<file path="src/rtl/sen_lut_pipe.sv">
// Quarter-wave sine/cosine LUT with optional NCO phase accumulator; cosine path built only with SEN_LUT_COS_EN.
// Three register stages (latency 3); one global enable stalls the whole pipe while out_valid && !out_ready.
module sen_lut_pipe #(
  parameter int PHASE_W = 32,
  parameter int DATA_W  = 16,
  parameter int ADDR_W  = 8
) (
  input  logic                      clk,
  input  logic                      rst_n,
  input  logic                      in_valid,
  output logic                      in_ready,
  input  logic [PHASE_W-1:0]        in_angle,
  input  logic                      mode,
  input  logic                      acc_clr,
  output logic                      out_valid,
  input  logic                      out_ready,
  output logic signed [DATA_W-1:0]  out_sin,
  output logic signed [DATA_W-1:0]  out_cos
);

  localparam int DEPTH = 1 << ADDR_W;
  localparam int MAG_W = DATA_W - 1;
  localparam int TOP   = ADDR_W + 2;
  localparam int FRAC  = 60;

  // Elaboration-time sin() in Q60 fixed point (Taylor series), rounded to the sample scale.
  function automatic logic [MAG_W-1:0] lut_val(input int idx);
    logic [127:0] x, x2, term, s, amp, prod;
    x    = (128'h3243F6A8885A308D * 128'(2 * idx + 1)) >> (ADDR_W + 2);
    x2   = (x * x) >> FRAC;
    term = x;
    s    = x;
    for (int k = 1; k <= 12; k++) begin
      term = ((term * x2) >> FRAC) / 128'(2 * k * (2 * k + 1));
      if ((k % 2) != 0) s = s - term;
      else              s = s + term;
    end
    amp  = (128'd1 << (DATA_W - 1)) - 128'd1;
    prod = (amp * s + (128'd1 << (FRAC - 1))) >> FRAC;
    return prod[MAG_W-1:0];
  endfunction

  logic [MAG_W-1:0] rom [DEPTH];
  for (genvar g = 0; g < DEPTH; g++) begin : g_rom
    localparam logic [MAG_W-1:0] ENTRY = lut_val(g);
    assign rom[g] = ENTRY;
  end

  logic                en;
  logic                accept;
  logic [PHASE_W-1:0]  acc;
  logic [PHASE_W-1:0]  acc_base;
  logic [PHASE_W-1:0]  acc_sum;
  logic [TOP-1:0]      p_top;

  assign en       = out_ready || !out_valid;
  assign in_ready = en;
  assign accept   = in_valid && en;
  // Clear takes effect before a same-cycle NCO step is added.
  assign acc_base = acc_clr ? '0 : acc;
  assign acc_sum  = acc_base + in_angle;
  assign p_top    = mode ? acc_sum[PHASE_W-1 -: TOP] : in_angle[PHASE_W-1 -: TOP];

  always_ff @(posedge clk or negedge rst_n) begin
    if (!rst_n)              acc <= '0;
    else if (accept && mode) acc <= acc_sum;
    else if (acc_clr)        acc <= '0;
  end

  // Stage 1: quadrant and table index.
  logic              s1_vld;
  logic [1:0]        s1_q;
  logic [ADDR_W-1:0] s1_idx;

  always_ff @(posedge clk or negedge rst_n) begin
    if (!rst_n) begin
      s1_vld <= 1'b0;
      s1_q   <= '0;
      s1_idx <= '0;
    end else if (en) begin
      s1_vld <= in_valid;
      s1_q   <= p_top[TOP-1 -: 2];
      s1_idx <= p_top[ADDR_W-1:0];
    end
  end

  // Stage 2: table read with index mirroring; odd quadrants read the reflected entry.
  logic              s2_vld;
  logic [MAG_W-1:0]  s2_sin_mag;
  logic              s2_sin_neg;

  always_ff @(posedge clk or negedge rst_n) begin
    if (!rst_n) begin
      s2_vld     <= 1'b0;
      s2_sin_mag <= '0;
      s2_sin_neg <= 1'b0;
    end else if (en) begin
      s2_vld     <= s1_vld;
      s2_sin_mag <= rom[s1_q[0] ? ~s1_idx : s1_idx];
      s2_sin_neg <= s1_q[1];
    end
  end

  // Stage 3: sign apply into the output registers.
  logic signed [DATA_W-1:0] sin_pos;
  assign sin_pos = {1'b0, s2_sin_mag};

  always_ff @(posedge clk or negedge rst_n) begin
    if (!rst_n) begin
      out_valid <= 1'b0;
      out_sin   <= '0;
    end else if (en) begin
      out_valid <= s2_vld;
      out_sin   <= s2_sin_neg ? -sin_pos : sin_pos;
    end
  end

`ifdef SEN_LUT_COS_EN
  // Cosine is sine one quadrant ahead: mirror sense flips, sign is q[1]^q[0].
  logic [MAG_W-1:0]         s2_cos_mag;
  logic                     s2_cos_neg;
  logic signed [DATA_W-1:0] cos_pos;
  assign cos_pos = {1'b0, s2_cos_mag};

  always_ff @(posedge clk or negedge rst_n) begin
    if (!rst_n) begin
      s2_cos_mag <= '0;
      s2_cos_neg <= 1'b0;
      out_cos    <= '0;
    end else if (en) begin
      s2_cos_mag <= rom[s1_q[0] ? s1_idx : ~s1_idx];
      s2_cos_neg <= s1_q[1] ^ s1_q[0];
      out_cos    <= s2_cos_neg ? -cos_pos : cos_pos;
    end
  end
`else
  assign out_cos = '0;
`endif

endmodule

</file>
<file path="config.mk">
export PLATFORM = sky130hd
export DESIGN_NAME = sen_lut_pipe
export DESIGN_NICKNAME = d
export VERILOG_FILES = /design/src/rtl/sen_lut_pipe.sv
export SDC_FILE = /design/constraint.sdc
export NUM_CORES = 1
export LEC_CHECK = 0
export ABC_AREA = 1
export CAP_MARGIN = 10
export CORE_AREA = 4 4 144 146
export DETAILED_ROUTE_END_ITERATION = 6
export DIE_AREA = 0 0 148 150
export PLACE_DENSITY = 0.67
export SYNTH_ARGS = -nofsm -noshare
export SYNTH_HDL_FRONTEND = slang
export SYNTH_SLANG_ARGS = --single-unit
</file>
<file path="constraint.sdc">
create_clock -name clk -period 3.1 [get_ports clk]
set_input_delay 0.62 -clock clk [delete_from_list [all_inputs] [get_ports clk]]
set_output_delay 0.62 -clock clk [all_outputs]
set_load 0.05 [all_outputs]
</file>
==> flow_metrics.env <==
export IMPL_status="finished clean"
export IMPL_fillers=2019
export IMPL_fin_ws_ns=0.118
export IMPL_synthTopCellsByCount="nand2_1, nand3_1, inv_1"
export IMPL_vias=11700
export IMPL_cp_required_ns=3.34
export IMPL_ys_top_cells_by_area="nand2_1, dfrtp_1, nand3_1"
export IMPL_htree_levels=3
export IMPL_setup_tns_ns=0
export IMPL_nets=1872
export IMPL_grt_ovfl_total=0
export IMPL_grt_pass1_vias=11300
export IMPL_core_area_um2=19400
export IMPL_cts_hold_buf=0
export IMPL_start_util=0.495
export IMPL_period_minus_slack_ns=2.98
export IMPL_first_iter_violations=1462
export IMPL_power_mw=11.7
export IMPL_finalHoldViolCount=0
export IMPL_slowest_delay_ns=0.45
export IMPL_track_usage=0.353
export IMPL_synth_cell_types=41
export IMPL_final_max_slew_viol_count=0
export IMPL_max_freq_ghz=0.335
export IMPL_worstSkewPairLatency_ns=0.35
export IMPL_cts_sinks=77
export IMPL_syn_inst=1700
export IMPL_syn_cell_area_um2=9600
export IMPL_routedWlPerCell_um=19.1
export IMPL_drtPass1Iterations=6
export IMPL_clock_path_buffers=2
export IMPL_cp_max_fo=9
export IMPL_antennaDiodeCount=0
export IMPL_grt_max_degree=50
export IMPL_ir_worst_vdd_v=0.000429
export IMPL_dominantRegCellSynth="dfrtp_1"
export IMPL_die_h_um=150
export IMPL_clkTransAtPathRegs_ns=0.07
export IMPL_hold_class="in -> async"
export IMPL_cts_root_buffer="clkbuf_16"
export IMPL_ys_ff_latch=77
export IMPL_drt_total_wl_mm=39.3
export IMPL_synth_seq_area_share=0.201
export IMPL_cts_setup_buffers=0
export IMPL_cap_violations=0
export IMPL_rows=51
export IMPL_r2r_slack_ns=0.12
export IMPL_place_congestion=1.05
export IMPL_yosys_area_top_type="nand2_1"
export IMPL_dp_hpwl_mm=30.2
export IMPL_setup_violations_final=0
export IMPL_startpoint_type="flip-flop"
export IMPL_cts_buffers=9
export IMPL_antenna_found_initial=0
export IMPL_synth_edff_count=0
export IMPL_ff_latch_area_um2=1930
export IMPL_endpoint_kind="flip-flop"
export IMPL_cp_arrival_ns=3.22
export IMPL_p_leak_nw=6.01
export IMPL_multiInputGateArea_um2=6560
export IMPL_io_buffer_count=55
export IMPL_place_worst_setup_slack_ns=-0.0797
export IMPL_drive_above_1_share=0.0760
export IMPL_postCtsResizedCells=0
export IMPL_grt_pass1_wl_mm=61.2
export IMPL_synth_most_common_cell="nand2_1"
export IMPL_worstPathCellList="buf_4 -> nand2_1 -> nand2_2 -> ha_1 -> nand3_1 -> buf_4 -> nand3_1 -> a21oi_1 -> nor2_1 -> nand2_1 -> nand3_1 -> nand2_1 -> nand2_1 -> nand2_1"
export IMPL_dieArea_um2=22200
export IMPL_drc=0
export IMPL_crit_slowest_cell="dfrtp_1"
export IMPL_crit_type="reg -> reg"
export IMPL_post_route_period_util=0.962
export IMPL_ios=72
export IMPL_synth_top_area_frac=0.252
export IMPL_rsz0062_at_grt="no"
export IMPL_cpMostUsedCell="nand2_1"
export IMPL_vias_per_cell=5.71
export IMPL_drtAntennaViolNets=0
export IMPL_synthToLayoutAreaGrowth_pct=15.5
export IMPL_slew_headroom=0.632
export IMPL_place_area_um2=10800
export IMPL_avgSynthCellArea_um2=5.65
export IMPL_synthArstFlopShare=1.00
export IMPL_ys_warnings_count=0
export IMPL_die_w_um=148
export IMPL_cts_tree="yes"
export IMPL_finish_instance_area_um2=11100
export IMPL_power_density_nw_per_um2=1050
export IMPL_tightestPinTransition_ns=0.551
export IMPL_finClkSkew_ns=0.0140
[registers in the layout, indices dropped and copies added (netlist names)]
signal,cells
acc,32
out_sin,16
s2_sin_mag,15
s1_idx,8
s1_q,2
out_valid,1
s1_vld,1
s2_sin_neg,1
s2_vld,1
[kinds of logic after synthesis]
| kind of cell | count (synthesis) | synth area share |
|---|---|---|
| AO/OA/AOI/OAI | 219 | 0.120 |
| XOR/XNOR | 34 | 0.0318 |
| adder cells (fa/ha/maj) | 50 | 0.0660 |
| buffers and inverters | 257 | 0.123 |
| flip-flops | 77 | 0.201 |
| other | 1 | 0.000391 |
| AND/OR/NAND/NOR | 1062 | 0.459 |
[stage by stage]
step / cells / utilization / hold slack [ns]
after detailed placement: 2038 / 0.555 / 0.448
after global placement: 2038 / 0.555 / 0.429
after CTS: 2054 / 0.571 / 0.189
after global routing: 2054 / 0.571 / 0.203
after floorplan: 1715 / - / 0.324
final: 2054 / 0.571 / 0.182
[final cells by class]
| cell class | instances | share of cell area |
|---|---|---|
| repair buffers | 146 | 0.119 |
| clock buffers | 9 | 0.0203 |
| clock inverters | 7 | 0.00847 |
| inverters | 169 | 0.0572 |
| multi-input cells | 1381 | 0.592 |
| flip-flops and latches | 77 | 0.174 |
| well taps | 265 | 0.0299 |
[final timing paths]
check | start | endpoint | cells after the start
max in group asynchronous | rst_n | acc[18]$_DFF_PN0_ | 2
hold / removal | rst_n | out_sin[10]$_DFFE_PN0N_ | 1
hold reg to reg | s2_vld$_DFFE_PN0N_ | out_valid$_DFFE_PN0N_ | 2
setup reg to reg | s1_q[0]$_DFFE_PN0N_ | s2_sin_mag[1]$_DFFE_PN0N_ | 14
setup / recovery | s1_q[0]$_DFFE_PN0N_ | s2_sin_mag[1]$_DFFE_PN0N_ | 14
min in group clk | s2_vld$_DFFE_PN0N_ | out_valid$_DFFE_PN0N_ | 2
[worst max-delay path: cells and delay by family, from the launching register on]
kind / cells / cell delay [ns]
AND/OR/NAND/NOR: 10 / 1.44
flip-flops: 1 / 0.45
adder cells (fa/ha/maj): 1 / 0.39
buffers and inverters: 2 / 0.52
AO/OA/AOI/OAI: 1 / 0.09
[layout by cell type, fill, tap and decap left out, drive strengths merged, types with 9 or more instances in the layout]
cell type and n:
a21oi 89, xnor2 18, clkdlybuf4s50 53, clkbuf 9, nand2 660, xor2 16
o21ai 107, ha 49, conb 16, dfrtp 77, buf 93, inv 172
nand3 209, nand4 15, nor3 10, nor2 163
[report_power, final]
group / internal (mW) / total (mW) / switching (mW)
logic: 2.74 / 8.97 / 6.23
registers: 1.33 / 1.56 / 0.226
clock network: 0.647 / 1.15 / 0.505
[layer usage]
| layer | up-vias | track usage | wire length [µm] |
|---|---|---|---|
| met3 | 181 | 0.0618 | 4030 |
| met5 | - | 0 | 0 |
| met2 | 712 | 0.567 | 17500 |
| met4 | 0 | 0.197 | 2570 |
| met1 | 5266 | 0.451 | 15200 |
| li1 | 5577 | - | - |
Power figures use the tool's default switching activity.
